File: src/rtl/vedic_mul32_seq.sv
// Sequential 32x32 unsigned multiplier that time-shares one 16x16 vedic core.
// Four partial products are accumulated into a 64-bit register, then held.

module vedic16x16ppa (
    input  logic [15:0] a,
    input  logic [15:0] b,
    output logic [31:0] p,
    output logic        ccout
);
    logic [15:0] pll;
    logic [15:0] plh;
    logic [15:0] phl;
    logic [15:0] phh;
    logic [16:0] mid;
    logic [32:0] sum;

    // Urdhva split into 8x8 crosswise terms, merged by a parallel prefix add
    assign pll = {8'b0, a[7:0]} * {8'b0, b[7:0]};
    assign plh = {8'b0, a[7:0]} * {8'b0, b[15:8]};
    assign phl = {8'b0, a[15:8]} * {8'b0, b[7:0]};
    assign phh = {8'b0, a[15:8]} * {8'b0, b[15:8]};

    assign mid   = {1'b0, plh} + {1'b0, phl};
    assign sum   = {1'b0, phh, pll} + {8'b0, mid, 8'b0};
    assign p     = sum[31:0];
    assign ccout = sum[32];
endmodule

module vedic_mul32_seq #(
    parameter bit ZERO_BYPASS = 1'b1
) (
    input  logic        clk,
    input  logic        rst,
    input  logic        in_valid,
    output logic        in_ready,
    input  logic [31:0] ai,
    input  logic [31:0] bi,
    output logic        out_valid,
    input  logic        out_ready,
    output logic [63:0] sout,
    output logic        busy
);
    typedef enum logic [2:0] {
        IDLE,
        P0,
        P1,
        P2,
        P3,
        DONE
    } state_t;

    state_t      state_q;
    state_t      state_d;
    logic [31:0] a_q;
    logic [31:0] b_q;
    logic [63:0] acc_q;
    logic [63:0] acc_d;
    logic [15:0] ma;
    logic [15:0] mb;
    logic [31:0] pp;
    logic        ccout_unused;
    logic        zero_op;

    always_comb begin
        ma = '0;
        mb = '0;
        unique case (state_q)
            P0: begin
                ma = a_q[15:0];
                mb = b_q[15:0];
            end
            P1: begin
                ma = a_q[31:16];
                mb = b_q[15:0];
            end
            P2: begin
                ma = a_q[15:0];
                mb = b_q[31:16];
            end
            P3: begin
                ma = a_q[31:16];
                mb = b_q[31:16];
            end
            default: ;
        endcase
    end

    // a 16x16 product never exceeds 32 bits, so the carry out is dropped
    vedic16x16ppa u_pp (
        .a    (ma),
        .b    (mb),
        .p    (pp),
        .ccout(ccout_unused)
    );

    assign zero_op = ZERO_BYPASS && ((ai == '0) || (bi == '0));

    always_comb begin
        state_d = state_q;
        acc_d   = acc_q;
        unique case (state_q)
            IDLE: begin
                if (in_valid) begin
                    acc_d   = '0;
                    state_d = zero_op ? DONE : P0;
                end
            end
            P0: begin
                acc_d   = acc_q + {32'b0, pp};
                state_d = P1;
            end
            P1: begin
                acc_d   = acc_q + {16'b0, pp, 16'b0};
                state_d = P2;
            end
            P2: begin
                acc_d   = acc_q + {16'b0, pp, 16'b0};
                state_d = P3;
            end
            P3: begin
                acc_d   = acc_q + {pp, 32'b0};
                state_d = DONE;
            end
            DONE: begin
                if (out_ready) state_d = IDLE;
            end
            default: state_d = IDLE;
        endcase
    end

    always_ff @(posedge clk or posedge rst) begin
        if (rst) begin
            state_q <= IDLE;
            acc_q   <= '0;
            a_q     <= '0;
            b_q     <= '0;
        end else begin
            state_q <= state_d;
            acc_q   <= acc_d;
            if (state_q == IDLE && in_valid) begin
                a_q <= ai;
                b_q <= bi;
            end
        end
    end

    assign in_ready  = (state_q == IDLE);
    assign out_valid = (state_q == DONE);
    assign busy      = (state_q != IDLE);
    assign sout      = acc_q;
endmodule

File: config.mk
export PLATFORM = sky130hd
export DESIGN_NAME = vedic_mul32_seq
export DESIGN_NICKNAME = d
export VERILOG_FILES = /design/src/rtl/vedic_mul32_seq.sv
export SDC_FILE = /design/constraint.sdc
export NUM_CORES = 1
export LEC_CHECK = 0
export CORE_MARGIN = 2
export CORE_UTILIZATION = 30
export CTS_CLUSTER_DIAMETER = 30
export DETAILED_ROUTE_END_ITERATION = 12
export PLACE_DENSITY = 0.43
export SYNTH_ARGS = -nofsm -noshare
export SYNTH_HDL_FRONTEND = slang
export SYNTH_HIERARCHICAL = 1
export SYNTH_SLANG_ARGS = --single-unit
File: constraint.sdc
create_clock -name clk -period 30.5 [get_ports clk]
set_input_delay 6.1 -clock clk [delete_from_list [all_inputs] [get_ports clk]]
set_output_delay 6.1 -clock clk [all_outputs]
set_load 0.01 [all_outputs]
==> summary.md <==
| Metric | Value |
|---|---|
| Clock skew | roughly 0.018 ns |
| Row Count | between 90 and 100 |
| Maximum fanout count along the critical path | 18 |
| Buffer type at the clock tree root | clkbuf_16 |
| Number of global-route vias before repair | a little under 20,000 |
| Placement Cell Area | roughly 24,000 µm² |
| Number of CTS-inserted buffers | 17 |
| Arrival time at the worst endpoint | 12.60 ns |
| Post-Synthesis Mean Instance Area | 8.40 µm² |
| Via density per instance | 5.36 |
| Number of design-rule violations left by the first detailed-router iteration | 1,315 |
| Total vias in the final route | 19,100 |
| Post_cts resized | 0 |
| Unrepaired setup endpoints after global routing | false |
| HPWL after detailed placement | 59,600 µm |
| Relative max-transition margin | 22.0% |
| Clock tree from TritonCTS | built |
| Slowest cell on crit path | a211oi_1 |
| Ys Warns | 6 |
| Max-slew violation total from the final report | 0 |
| Wire length of the first global-routing pass | 117,000 µm |
| Worst hold path class | flip-flop to flip-flop |
| Total wire length | 76,200 µm |
| Clock slew seen by the registers of the worst setup and hold paths | 0.06 ns |
| # DRC | 0 |
| Count of antenna-violating nets left after detailed routing | 0 |
| Layout-stage area growth over the synthesis result | 13.4% |
| Post-synthesis instance total | between 2,000 and 3,000 |
| Detailed-routing iteration count for the pre-antenna-repair pass | 5 |
| Die Wd | 271 µm |
| Worst-Margin Slew | 1.16 ns |
| Termination of the worst setup path | sout[62]$_DFFE_PP0P_ |
| Cell repeated most along the worst path | ha_1 |
| Startpoint of the most critical setup path | state_q[2]$_DFFE_PP0P_ |
| Starting utilization of the core area | between 30% and 40% |
| Summed negative setup slack over all endpoints | 0 ns |
| Part of the cycle the worst path needs | 39.9% |
| Clock sink count | 131 |
| Netlist area before placement | around 21,000 µm² |
| Number of hold violations in the final report | 0 |
| Number of cells on the worst reg-to-reg path | 38 |
| Latest clock arrival within the worst-skew pair | 0.51 ns |
| FF-to-FF setup slack | 18.34 ns |
| Vertical extent of the die | 271 µm |
| IO buf count | 134 |
| Endpoints failing setup | 0 |
| Die area | 73,300 µm² |
| Wire per inst | 21.4 µm |
| H-tree level count | 4 |
| Required time reported for the critical path endpoint | about 31 ns |
| Total track usage | 20.8% |
| Non-Filler Cell Area, Final | between 20,000 and 25,000 µm² |
| Final min period | 12.16 ns |
| Initial antenna violation count | 1 |
| Maximum clock rate | 0.0822 GHz |
| Maximum buffer depth of the clock tree | 2 |
| Nature of the critical path startpoint | flip-flop |
| Capture instance of the worst register-to-register path | sout[62]$_DFFE_PP0P_ |
| Run status | finished, final reports clean |
| Nets@finish | approximately 3,100 |
| Post-CTS Hold Fix Bufs | 0 |
| Delay contributed by the slowest stage of the critical path | 0.92 ns |
| Net count after synthesis | 3,032 |
| R2R Path Start | state_q[2]$_DFFE_PP0P_ |
| Largest net degree at the start of global routing | between 70 and 80 |
| Nature of the critical path endpoint | flip-flop |
| Number of top-level pins | about 140 |
| Number of max-cap violations | 0 |
| Share of layout cells above drive strength 1 | 6.11% |
| Gp weighted congestion | 0.865 |
| Total overflow reported by the global router | 0 |
| Category of the most critical setup path | flip-flop to flip-flop |
| Total core area | 70,300 µm² |
| Post-CTS setup-driven buffer insertion count | 0 |
[worst max-delay path, delay by kind of cell (launching register included)]
family | cells | cell delay, ns
simple gates | 11 | 2.13
fa+ha+maj | 9 | 3.65
buf+inv | 5 | 0.42
xor+xnor | 2 | 0.91
compound gates | 11 | 4.40
flops | 1 | 0.57
[sequential cells by signal, summed over array words and instances (netlist names)]
signal / cells
sout: 64
state_q: 3
a_q: 32
b_q: 32
[final cells by class]
class / instances / area, µm²
Clock buffer: 18 / 439
Sequential cell: 131 / 3280
Inverter: 278 / 1050
Antenna cell: 1 / 2.50
Timing Repair Buffer: 158 / 1520
Clock inverter: 14 / 139
Multi-Input combinational cell: 2020 / 16600
Tap cell: 940 / 1180
Fill cell: 7277 / 46100
[metrics by stage]
stage / worst slack [ns] / instances / hold slack, ns / utilization (%)
floorplan: 20.37 / 2542 / 0.481 / -
finish: 18.34 / 3560 / 0.506 / 34.5
global route: 17.55 / 3559 / 0.519 / 34.5
CTS: 18.35 / 3559 / 0.512 / 34.5
global placement: 18.45 / 3527 / 0.491 / 33.6
detailed placement: 18.39 / 3527 / 0.498 / 33.6
[placed cells by master, fill, tap and decap left out, types with 42 or more instances in the layout]
cell type        count
o21ai_0            125
a21o_1              42
fa_1               173
inv_1              277
xor2_1              50
mux2_2              67
nor2_1             124
dfrtp_1            131
clkdlybuf4s50_1    134
ha_1               249
nand2_1            264
xnor2_1             94
and2_1             156
nand3_1             47
a21oi_1            132
[how the worst min path moves through the flow]
stage	cells after the start	end	start
2_1_floorplan	1	a_q[6]$_DFFE_PP0P_	a_q[6]$_DFFE_PP0P_
3_3_place_gp	1	b_q[11]$_DFFE_PP0P_	b_q[11]$_DFFE_PP0P_
3_5_place_dp	1	b_q[27]$_DFFE_PP0P_	b_q[27]$_DFFE_PP0P_
4_1_cts	1	b_q[25]$_DFFE_PP0P_	b_q[25]$_DFFE_PP0P_
5_1_grt	1	a_q[12]$_DFFE_PP0P_	a_q[12]$_DFFE_PP0P_
6_report	1	b_q[28]$_DFFE_PP0P_	b_q[28]$_DFFE_PP0P_
[routing by layer]
metal	wire length (µm)	up-vias	global-route usage [%]
li1	-	8988	-
met1	35300	9534	28.2
met2	36000	452	33.9
met3	2980	102	2.94
met4	1960	0	7.21
met5	0	-	0
Power is not shown: default switching activity piles up to over one toggle a cycle in this logic, so the estimate is an artifact.
